===== src/rtl/lsu_bank_arbiter.sv =====
// Round-robin arbiter sharing one single-port SRAM bank among NUM_REQ LSU requesters; grant is same-cycle, bank port T+1, read data T+2.
// No backpressure from the bank; stall_i blocks new grants only. LSU_ARB_WRITE_PRIORITY_EN restricts eligibility to writers when any write is pending.
module lsu_bank_arbiter #(
   parameter int NUM_REQ = 4,
   parameter int A_W     = 16,
   parameter int D_W     = 32
) (
   input  logic                   clk,
   input  logic                   rst_n,
   input  logic [NUM_REQ-1:0]     req_valid_i,
   input  logic [NUM_REQ-1:0]     req_we_i,
   input  logic [NUM_REQ*A_W-1:0] req_addr_i,
   input  logic [NUM_REQ*D_W-1:0] req_wdata_i,
   input  logic                   stall_i,
   output logic [NUM_REQ-1:0]     gnt_o,
   output logic [NUM_REQ-1:0]     rsp_valid_o,
   output logic [D_W-1:0]         rsp_data_o,
   output logic                   mem_en_o,
   output logic                   mem_we_o,
   output logic [A_W-1:0]         mem_addr_o,
   output logic [D_W-1:0]         mem_wdata_o,
   input  logic [D_W-1:0]         mem_rdata_i
);

   localparam int PTR_W = $clog2(NUM_REQ);

   logic [PTR_W-1:0]   ptr_q, ptr_d;
   logic               mem_en_q, mem_en_d;
   logic               mem_we_q, mem_we_d;
   logic [A_W-1:0]     mem_addr_q, mem_addr_d;
   logic [D_W-1:0]     mem_wdata_q, mem_wdata_d;
   logic [NUM_REQ-1:0] tag_q, tag_d;
   logic [NUM_REQ-1:0] rsp_valid_q, rsp_valid_d;

   logic [NUM_REQ-1:0] elig;
   logic               found;
   logic [PTR_W-1:0]   win_idx;
   logic [PTR_W-1:0]   cand_idx;
   logic [NUM_REQ-1:0] win_oh;
   logic               gnt_any;
   logic               win_we;
   logic [A_W-1:0]     win_addr;
   logic [D_W-1:0]     win_wdata;

`ifdef LSU_ARB_WRITE_PRIORITY_EN
   logic [NUM_REQ-1:0] wr_pend;
   assign wr_pend = req_valid_i & req_we_i;
   assign elig    = (|wr_pend) ? wr_pend : req_valid_i;
`else
   assign elig    = req_valid_i;
`endif

   // First eligible requester at or after ptr, wrapping modulo NUM_REQ.
   always_comb begin
      found    = 1'b0;
      win_idx  = '0;
      cand_idx = '0;
      for (int off = 0; off < NUM_REQ; off++) begin
         cand_idx = PTR_W'((int'(ptr_q) + off) % NUM_REQ);
         if (!found && elig[cand_idx]) begin
            found   = 1'b1;
            win_idx = cand_idx;
         end
      end
   end

   assign gnt_any = found & ~stall_i;
   assign win_oh  = NUM_REQ'(1) << win_idx;
   assign gnt_o   = gnt_any ? win_oh : '0;

   always_comb begin
      win_we    = 1'b0;
      win_addr  = '0;
      win_wdata = '0;
      for (int i = 0; i < NUM_REQ; i++) begin
         if (win_oh[i]) begin
            win_we    = req_we_i[i];
            win_addr  = req_addr_i[i*A_W +: A_W];
            win_wdata = req_wdata_i[i*D_W +: D_W];
         end
      end
   end

   always_comb begin
      ptr_d       = ptr_q;
      mem_en_d    = gnt_any;
      mem_we_d    = gnt_any & win_we;
      mem_addr_d  = mem_addr_q;
      mem_wdata_d = mem_wdata_q;
      tag_d       = '0;
      rsp_valid_d = tag_q;
      if (gnt_any) begin
         ptr_d       = (win_idx == PTR_W'(NUM_REQ-1)) ? '0 : win_idx + 1'b1;
         mem_addr_d  = win_addr;
         mem_wdata_d = win_wdata;
         // Only reads expect data back, so writes leave the tag empty.
         tag_d       = win_we ? '0 : win_oh;
      end
   end

   always_ff @(posedge clk or negedge rst_n) begin
      if (!rst_n) begin
         ptr_q       <= '0;
         mem_en_q    <= 1'b0;
         mem_we_q    <= 1'b0;
         mem_addr_q  <= '0;
         mem_wdata_q <= '0;
         tag_q       <= '0;
         rsp_valid_q <= '0;
      end else begin
         ptr_q       <= ptr_d;
         mem_en_q    <= mem_en_d;
         mem_we_q    <= mem_we_d;
         mem_addr_q  <= mem_addr_d;
         mem_wdata_q <= mem_wdata_d;
         tag_q       <= tag_d;
         rsp_valid_q <= rsp_valid_d;
      end
   end

   assign mem_en_o    = mem_en_q;
   assign mem_we_o    = mem_we_q;
   assign mem_addr_o  = mem_addr_q;
   assign mem_wdata_o = mem_wdata_q;
   assign rsp_valid_o = rsp_valid_q;
   assign rsp_data_o  = (|rsp_valid_q) ? mem_rdata_i : '0;

endmodule


===== config.mk =====
export PLATFORM = sky130hd
export DESIGN_NAME = lsu_bank_arbiter
export DESIGN_NICKNAME = d
export VERILOG_FILES = /design/src/rtl/lsu_bank_arbiter.sv
export SDC_FILE = /design/constraint.sdc
export NUM_CORES = 1
export LEC_CHECK = 0
export CAP_MARGIN = 40
export CORE_AREA = 4 4 123 125
export CTS_CLUSTER_SIZE = 20
export DETAILED_ROUTE_END_ITERATION = 8
export DIE_AREA = 0 0 127 129
export GPL_TIMING_DRIVEN = 0
export PLACE_DENSITY = 0.87
export SYNTH_ARGS = -nofsm -noshare
export SYNTH_HDL_FRONTEND = slang
export SYNTH_SLANG_ARGS = --single-unit
export TNS_END_PERCENT = 100

===== constraint.sdc =====
create_clock -name clk -period 3.9 [get_ports clk]
set_clock_uncertainty 0.15 [all_clocks]
set_input_delay 0.78 -clock clk [delete_from_list [all_inputs] [get_ports clk]]
set_output_delay 0.78 -clock clk [all_outputs]
set_load 0.005 [all_outputs]

==> flow_metrics.py <==
metrics = {
    "power": {
        "seq_power_share_pct": 23.5,
        "clkPwrFrac_pct": 17.4,
        "p_per_area_nw_per_um2": 519.0,
        "leakagePower_nw": 3.186,
        "pwr-share-comb_pct": 59.1,
        "p_switching_w": 0.001542,
        "total_power_w": 0.004221,
        "irDropWorstVdd_mv": 0.2366,
        "p_sw_share_pct": 36.53,
        "p_int_w": 0.002679,
    },
    "placed_design": {
        "routabilityCongestion": 0.9051,
        "dp.cells": 986,
        "place_area_um2": 7874,
        "hpwl_um": 16750,
        "io_buffers": 324,
    },
    "detailed_routing": {
        "wl_um": 21120,
        "antenna_left": 0,
        "wl_per_cell_um": 21.21,
        "drt_pass1_iterations": 5,
        "remaining_drc_errors": 0,
        "vias": 5457,
        "drtIter0Drc": 290,
        "vias_per_cell": 5.479,
    },
    "critical_path": {
        "crit_path_max_incr_delay_ns": 0.53,
        "crit_chain": "dlygate4sd2_1 > nand2b_1 > a211o_1 > o21ai_0 > ha_1 > buf_6 > inv_1 > nor2_1 > clkdlybuf4s50_1",
        "crit_type": "input pin to output pin",
        "start_kind": "input pin",
        "cp.required_ns": 2.97,
        "startpoint": "req_valid_i[3]",
        "crit_fanout": 14,
        "critical-path-slowest-cell": "clkdlybuf4s50_1",
        "crit_arrival_ns": 2.83,
        "r2r-start": "ptr_q[1]$_DFFE_PN0P_",
        "end_kind": "output pin",
    },
    "synthesis": {
        "synthSimpleGateAreaFrac_pct": 15.87,
        "ys_seq_area_share_pct": 34.20,
        "syn_nets": 720,
        "postSynth.asyncResetShare_pct": 100.0,
        "avgSynthCellArea_um2": 9.128,
        "syn_inst": 481,
        "ys_types": 35,
        "synth_top_family_by_area": "compound AO/OA/AOI/OAI gates",
        "synth_edf_count": 0,
        "netlist_top_cells_count": "dfrtp_1, inv_1, a211oi_1",
        "yosys.area_share.adder_pct": 1.140,
        "syn_area_um2": 4390,
        "synth_seq_cells": 60,
        "ys_warn_count": 0,
        "synth_mux_area_share_pct": 0.5700,
        "synth_top_cell_by_area": "dfrtp_1",
        "synth_top_area_share_pct": 34.20,
        "synthFlopType": "dfrtp_1",
        "synth_xor_area_share_pct": 0,
        "synth_area_leaders": "dfrtp_1, a221o_1, a211oi_1, nand3b_1, a2bb2oi_1",
        "synth_compound_area_share_pct": 37.13,
        "yosysMostFrequentCell": "dfrtp_1",
    },
    "hold_path": {
        "hold_start": "rsp_valid_d[2]$_DFF_PN0_",
        "worstHoldPathType": "register to register",
    },
    "die": {
        "die_w_um": 127,
        "core_um2": 13880,
        "rows": 43,
        "dieArea_um2": 16380,
        "ioPinCount": 325,
        "start_util_pct": 31.63,
        "die_height_um": 129,
    },
    "sta": {
        "fin_crit_ns": 3.763,
        "relSlewSlack_pct": 50.09,
        "min_period_over_period_pct": 96.48,
        "hold_viol": 0,
        "timing.fmax_mhz": 265.8,
        "worst_pin_slew_ns": 0.7419,
        "drv_slew": 0,
        "rsz0062_at_grt": "no",
        "setup_viol": 0,
        "setup_tns_ns": 0,
    },
    "global_route": {
        "grt_pass1_wl_um": 30830,
        "gr-usage-all-layers_pct": 24.26,
        "first_global_vias": 5477,
        "antenna_found_initial": 2,
        "grt.overflow.total": 0,
        "grt_start_max_net_pins": 32,
    },
    "final_layout": {
        "area_delta_synth_final_pct": 85.24,
        "drive_gt1_share_pct": 6.250,
        "design_area_um2": 8133,
        "nets": 1050,
        "fill_cells": 1230,
        "antennaDiodeCount": 0,
        "fin_cells": 996,
        "final_util_pct": 58.59,
    },
    "clock_tree": {
        "hold_buffers": 0,
        "cts_root_buf": "clkbuf_16",
        "cts_max_level": 3,
        "cts_tree": "yes",
        "clk_latency_ns": 0.32,
        "cts.sinks": 60,
        "clkTransAtPathRegs_ns": 0.05,
        "cts_made_buffers": 9,
        "cts_buffer_depth": 2,
        "postCtsSetupBuffers": 0,
    },
    "status": {
        "status": "completed",
    },
    "flow_run": {
        "drv_cap": 0,
    },
}
## power by group through the flow
stage	clock [W]	combinational (W)	sequential [W]
floorplan	0	0.00122	0.000993
global placement	0	0.00244	0.000991
finish	0.000732	0.00249	0.000994
CTS	0.000745	0.00248	0.000992
detailed placement	0	0.00248	0.000994
global route	0.000774	0.00268	0.00102
## placed cells by master, fill, tap and decap left out, drive strengths merged, types with 3 or more instances in the layout
cell           synthesis  layout
ha                     4       4
clkdlybuf4s50          0     319
a2bb2oi               48      48
a211oi                50      50
nand2b                 3       3
nor2b                 32      32
dfrtp                 60      60
a221o                 48      48
clkbuf                33      40
nand2                  3       3
nand3b                48      48
dlygate4sd2            0       4
buf                   25      25
nor2                   6       6
inv                   52      52
clkinv                 0       4
a21oi                 49      49
## logic make-up (layout without fill, tap and decap cells)
kind of cell,count (synthesis),in the layout
compound gates,202,202
fa+ha+maj,4,4
buf+inv,110,445
flops,60,60
mux,2,2
simple gates,103,103
## stage by stage
stage	setup WS, ns	hold WS (ns)
6_report	0.1371	0.2036
5_1_grt	0.009353	0.2115
4_1_cts	0.001652	0.2078
3_5_place_dp	-0.7621	0.1959
3_3_place_gp	-0.7301	0.1830
2_1_floorplan	0.7587	0.1812
## cell type report
cell class	instances	area (um^2)	share of cell area, %
buffer	52	282.8	3.477
clock inverter	5	27.53	0.3385
multi-input combinational	311	2402	29.54
sequential	60	1501	18.46
clock buffer	11	242.7	2.985
inverter	52	197.7	2.431
timing repair buffer	325	3253	40.00
tap	180	225.2	2.769
## flip-flops by register name, summed over array words and instances, names as in the netlist
| signal | flops |
|---|---|
| rsp_valid_d | 4 |
| mem_we_o | 1 |
| mem_wdata_o | 32 |
| ptr_q | 2 |
| mem_addr_o | 16 |
| rsp_valid_o | 4 |
| mem_en_o | 1 |
## metal layers
metal  routed length, um  share of wire [%]  track usage [%]  vias to the layer above
met5                  23               0.11                0                        -
met4                 718                3.4            10.41                        4
met3                1645                7.8            5.729                       57
met2               10410                 49            42.03                      309
met1                8325                 39            28.83                     2605
li1                    -                  -                -                     2482
## what timing repair did
item	4_1_cts	5_1_grt
gates cloned	0	0
endpoints found under the setup margin	4	2
gates resized for setup	6	5
pin swaps	0	0
## critical path, delay by kind of cell
kind / cells / cell delay, ns
buf+inv: 4 / 1.10
compound gates: 2 / 0.42
fa+ha+maj: 1 / 0.22
simple gates: 2 / 0.29
## path summary, 6_finish.rpt
| kind | end | slack, ns | cells past startpoint |
|---|---|---|---|
| setup / recovery | gnt_o[0] | 0.14 | 9 |
| hold / removal | rsp_valid_o[2]$_DFF_PN0_ | 0.20 | 0 |
| setup reg to reg | mem_wdata_o[15]$_DFFE_PN0P_ | 1.14 | 9 |
| hold reg to reg | rsp_valid_o[2]$_DFF_PN0_ | 0.20 | 0 |
| max in group asynchronous | mem_wdata_o[2]$_DFFE_PN0P_ | 2.61 | 2 |
| min in group asynchronous | mem_wdata_o[25]$_DFFE_PN0P_ | 0.36 | 1 |
No activity file was read; power rests on OpenSTA's default activity.
==> edit 1, RTL diff (same flow settings) <==
Change the parameter `A_W` from 16 to 20.
--- a/src/rtl/lsu_bank_arbiter.sv
+++ b/src/rtl/lsu_bank_arbiter.sv
@@ -2,7 +2,7 @@
 // No backpressure from the bank; stall_i blocks new grants only. LSU_ARB_WRITE_PRIORITY_EN restricts eligibility to writers when any write is pending.
 module lsu_bank_arbiter #(
    parameter int NUM_REQ = 4,
-   parameter int A_W     = 16,
+   parameter int A_W     = 20,
    parameter int D_W     = 32
 ) (
    input  logic                   clk,
Ports: changed (resized mem_addr_o and req_addr_i); port bits go from 325 to 345. The function was not compared with the original's and may differ.
==> edit 1 against the original RTL <==
Total power increased by 5.5%. Worst setup slack worse by 0.0060 ns. Area after synthesis grew 4.6%. Cell area grew 6.1%. Core utilization grew 3.6 points. Sequential share of layout area rose by 0.10 points. Wire length up 6.2%. Sequential cell count grew 4. Die area unchanged. Critical path depth is 1 lower. Largest power group unchanged. Highest routed layer is now met4.
==> edit 1: results (changes against the original RTL) <==
Post-synth EDFFs: 0 (unchanged)
NumNets Final: 1120 (+6.7%)
Avg Inst Size Synth: 8.93 um2 (-2.2%)
Rel. slew slack: 53.8% (+3.7 points)
cell leakage power: 3.37 nW (+5.8%)
ys async rst share: 100% (unchanged)
most instantiated cells after synthesis: dfrtp_1, inv_1, a211oi_1, a21oi_1
1st-iter DRT viols: 287 (-1.0%)
worst-path maximum fanout: 19 (+5)
Worst-path clk slew: 0.05 ns (about the same)
overall routing resource usage: 25.9% (+1.7 points)
later-pin clock latency in the skew report: 0.33 ns
status: finished clean
CTS buffer count: 9 (unchanged)
top post-synthesis cells by area: dfrtp_1, a221o_1, a2bb2oi_1
global-route wire length before repair: 32700 um (+6.0%)
register area share after synthesis: 34.9% (+0.69 points)
Avg WL per Cell: 21.3 um (+0.65%)
DPL Wire Length: 17500 um (+4.3%)
Switch Pwr: 1.63 mW (+5.4%)
clock buffer depth: 2 (unchanged)
# port buffers: 343 (+5.9%)
Placer Congestion: 0.886 (-2.2%)
share of cells above drive strength 1: 4.60% (-1.7 points)
Placed Cells: 1038 (+5.3%)
max reg flops: 32 (unchanged)
H-tree levels: 3 (unchanged)
Synth cell types: 34 (-2.9%)
Pre-antenna DRT Iters: 6 (+1)
Ys Warns: 0 (unchanged)
largest net degree at the start of global routing: 34 (+6.3%)
initial antenna violation count: 1 (-1)
vias: 5753 (+5.4%)
min-delay worst type: reg -> reg
Comb pwr share: 59.7% (+0.6 points)
Syn Nets: 769 (+6.8%)
vias in the first global route: 5952 (+8.7%)
vias per inst: 5.47 (about the same)
peak supply drop: 233 uV (-1.6%)
Root Buffer: clkbuf_16
==> edit 1: layout make-up <==
class	count	area, um2
diodes	1	2.50
plain buffers	55	288
clock buffers	13	250
clock inverters	3	17.5
fillers	1192	5250
inverters	56	210
multi-input cells	331	2550
flip-flops and latches	64	1600
well taps	180	225
repair buffers	348	3480
==> edit 1: stage by stage <==
step | hold WS (ns) | power, mW | worst slack, ns | instance area [um2] | setup TNS (ns)
global placement | 0.182 | 3.60 | -1.16 | 8250 | -30.71
finish | 0.201 | 4.45 | 0.131 | 8630 | 0
detailed placement | 0.191 | 3.64 | -1.23 | 8270 | -10.49
CTS | 0.203 | 4.47 | 0.00406 | 8620 | 0
global route | 0.215 | 4.71 | 0.0704 | 8630 | 0
floorplan | 0.181 | 2.30 | 0.652 | 4590 | 0
==> edit 1: power groups by stage <==
stage | clock (mW) | sequential (mW) | combinational [mW]
CTS | 0.754 | 1.05 | 2.66
floorplan | 0 | 1.05 | 1.25
detailed placement | 0 | 1.05 | 2.59
global placement | 0 | 1.05 | 2.55
finish | 0.740 | 1.06 | 2.66
global route | 0.787 | 1.08 | 2.84
==> edit 1: logic make-up (layout without fill, tap and decap cells) <==
kind of cell             count (synthesis)  after routing  synth area share (%)
adder cells (fa/ha/maj)                  4              4                  1.09
multiplexers                             2              2                 0.545
AO/OA/AOI/OAI                          218            218                  37.0
buffers and inverters                  119            475                  10.6
other                                    0              1                     0
flip-flops                              64             64                  34.9
AND/OR/NAND/NOR                        107            107                  15.8
==> edit 1: critical path, cell delays in order <==
cell,delay (ns)
dlygate4sd2_1,0.32
nand2b_1,0.19
a211o_1,0.34
o21a_1,0.19
ha_4,0.20
clkbuf_8,0.20
and2_1,0.15
clkdlybuf4s50_1,0.46
==> edit 1: timing repair <==
item                       in CTS  in global routing
pin swaps                       4                  0
gates resized for setup        23                  2
hold buffers                    0                  0
setup buffers                   4                  0
setup endpoints to repair       4                  3
==> edit 1: per-layer routing <==
layer,up-vias,wire (um),track usage [%]
li1,2648,-,-
met1,2759,8410,28.0
met2,298,11400,47.1
met3,48,1930,7.72
met4,0,653,11.2
met5,-,0,0
==> edit 1: worst paths after layout <==
check	cells after the start	endpoint	from	slack, ns
worst max-delay path	8	gnt_o[2]	req_valid_i[3]	0.13
worst min-delay path	0	rsp_valid_o[0]$_DFF_PN0_	rsp_valid_d[0]$_DFF_PN0_	0.20
worst max register to register	9	mem_wdata_o[3]$_DFFE_PN0P_	ptr_q[1]$_DFFE_PN0P_	1.07
worst min register to register	0	rsp_valid_o[0]$_DFF_PN0_	rsp_valid_d[0]$_DFF_PN0_	0.20
max in group asynchronous	2	mem_addr_o[13]$_DFFE_PN0P_	rst_n	2.82
min in group asynchronous	1	mem_wdata_o[16]$_DFFE_PN0P_	rst_n	0.23
==> edit 2, RTL diff (same settings) <==
Made on the original files. Take the reset off `mem_addr_q`, `mem_wdata_q` and `tag_q` and load them in a clocked block of their own.
--- a/src/rtl/lsu_bank_arbiter.sv
+++ b/src/rtl/lsu_bank_arbiter.sv
@@ -103,19 +103,19 @@
          ptr_q       <= '0;
          mem_en_q    <= 1'b0;
          mem_we_q    <= 1'b0;
-         mem_addr_q  <= '0;
-         mem_wdata_q <= '0;
-         tag_q       <= '0;
          rsp_valid_q <= '0;
       end else begin
          ptr_q       <= ptr_d;
          mem_en_q    <= mem_en_d;
          mem_we_q    <= mem_we_d;
-         mem_addr_q  <= mem_addr_d;
-         mem_wdata_q <= mem_wdata_d;
-         tag_q       <= tag_d;
          rsp_valid_q <= rsp_valid_d;
       end
+   end
+
+   always_ff @(posedge clk) begin
+      mem_addr_q  <= mem_addr_d;
+      mem_wdata_q <= mem_wdata_d;
+      tag_q       <= tag_d;
    end
 
    assign mem_en_o    = mem_en_q;
Formal check against the unedited RTL: not equivalent (a bounded check fails within 4 cycles, from zero or initial values and one cycle with rst_n low).
==> edit 2 against the original RTL <==
Worst setup slack better by 0.035 ns. Area after synthesis is 7.0% lower. Total power is 2.6% higher. Sequential cell count stayed put. Maximum frequency is 0.93% higher. Wire length is 15% lower. Cell area is 3.5% lower. Critical endpoint is now gnt_o[2].
==> edit 2: results (changes against the original RTL) <==
share of cells above drive strength 1: 14.7% (+8.4 points)
multi-input gates: 264 (-15%)
1st-iter DRT viols: 185 (-36%)
Non-clock buffer share: 44.1% (+0.61 points)
Avg WL per Cell: 20.3 um (-4.4%)
Adder-Cell Fraction of Synth Area: 1.23% (+0.086 points)
metal1 wirelength: 7180 um (-14%)
met3 usage: 4.32% (-1.4 points)
arrival time at the worst endpoint: 2.80 ns (-0.03 ns)
met3 wire len: 1100 um (-33%)
Clk. pwr: 775 uW (+5.9%)
status: finished clean
GR Util met1: 24.8% (-4.0 points)
vias per inst: 4.89 (-11%)
# clk buffers: 15 (+4)
DR WL met2: 9100 um (-13%)
Post-CTS Setup Inserts: 1 (+1)
GRT met2 Usage: 35.7% (-6.3 points)
bufs w/o clock: 359 (-4.8%)
Placed Cells: 868 (-12%)
Syn Nets: 603 (-16%)
Non-clk invs: 3 (-94%)
largest net degree at the start of global routing: 59 (+84%)
placed inst area: 7550 um2 (-4.1%)
cell leakage power: 2.81 nW (-12%)
Placer Congestion: 0.841 (-7.1%)
Layout fillers: 1215 (-1.2%)
peak supply drop: 309 uV (+31%)
top routing layer in use: met4
r2r setup slk: 1.10 ns (-0.04 ns)
Rel. slew slack: 51.5% (+1.4 points)
-- edit 2: cell types whose count changed in the layout (fill, tap and decap cells not counted), sizes merged, moves of 13 or more --
cell / delta
a211oi: -50
a21oi: -45
a221o: -47
a221oi: +49
a2bb2oi: -48
clkbuf: -13
dfrtp: -52
edfxtp: +48
inv: -49
nand2: +48
nand3b: -45
nor2b: +48
o31ai: +47
-- edit 2: final timing paths --
kind,startpoint,endpoint
worst max-delay path,req_valid_i[2],gnt_o[2]
worst min-delay path,rsp_valid_d[1]$_SDFF_PP0_,rsp_valid_o[1]$_DFF_PN0_
worst max register to register,ptr_q[1]$_DFFE_PN0P_,mem_addr_o[0]$_DFFE_PP_
worst min register to register,rsp_valid_d[1]$_SDFF_PP0_,rsp_valid_o[1]$_DFF_PN0_
max in group asynchronous,rst_n,mem_en_o$_DFF_PN0_
min in group asynchronous,rst_n,mem_we_o$_DFF_PN0_
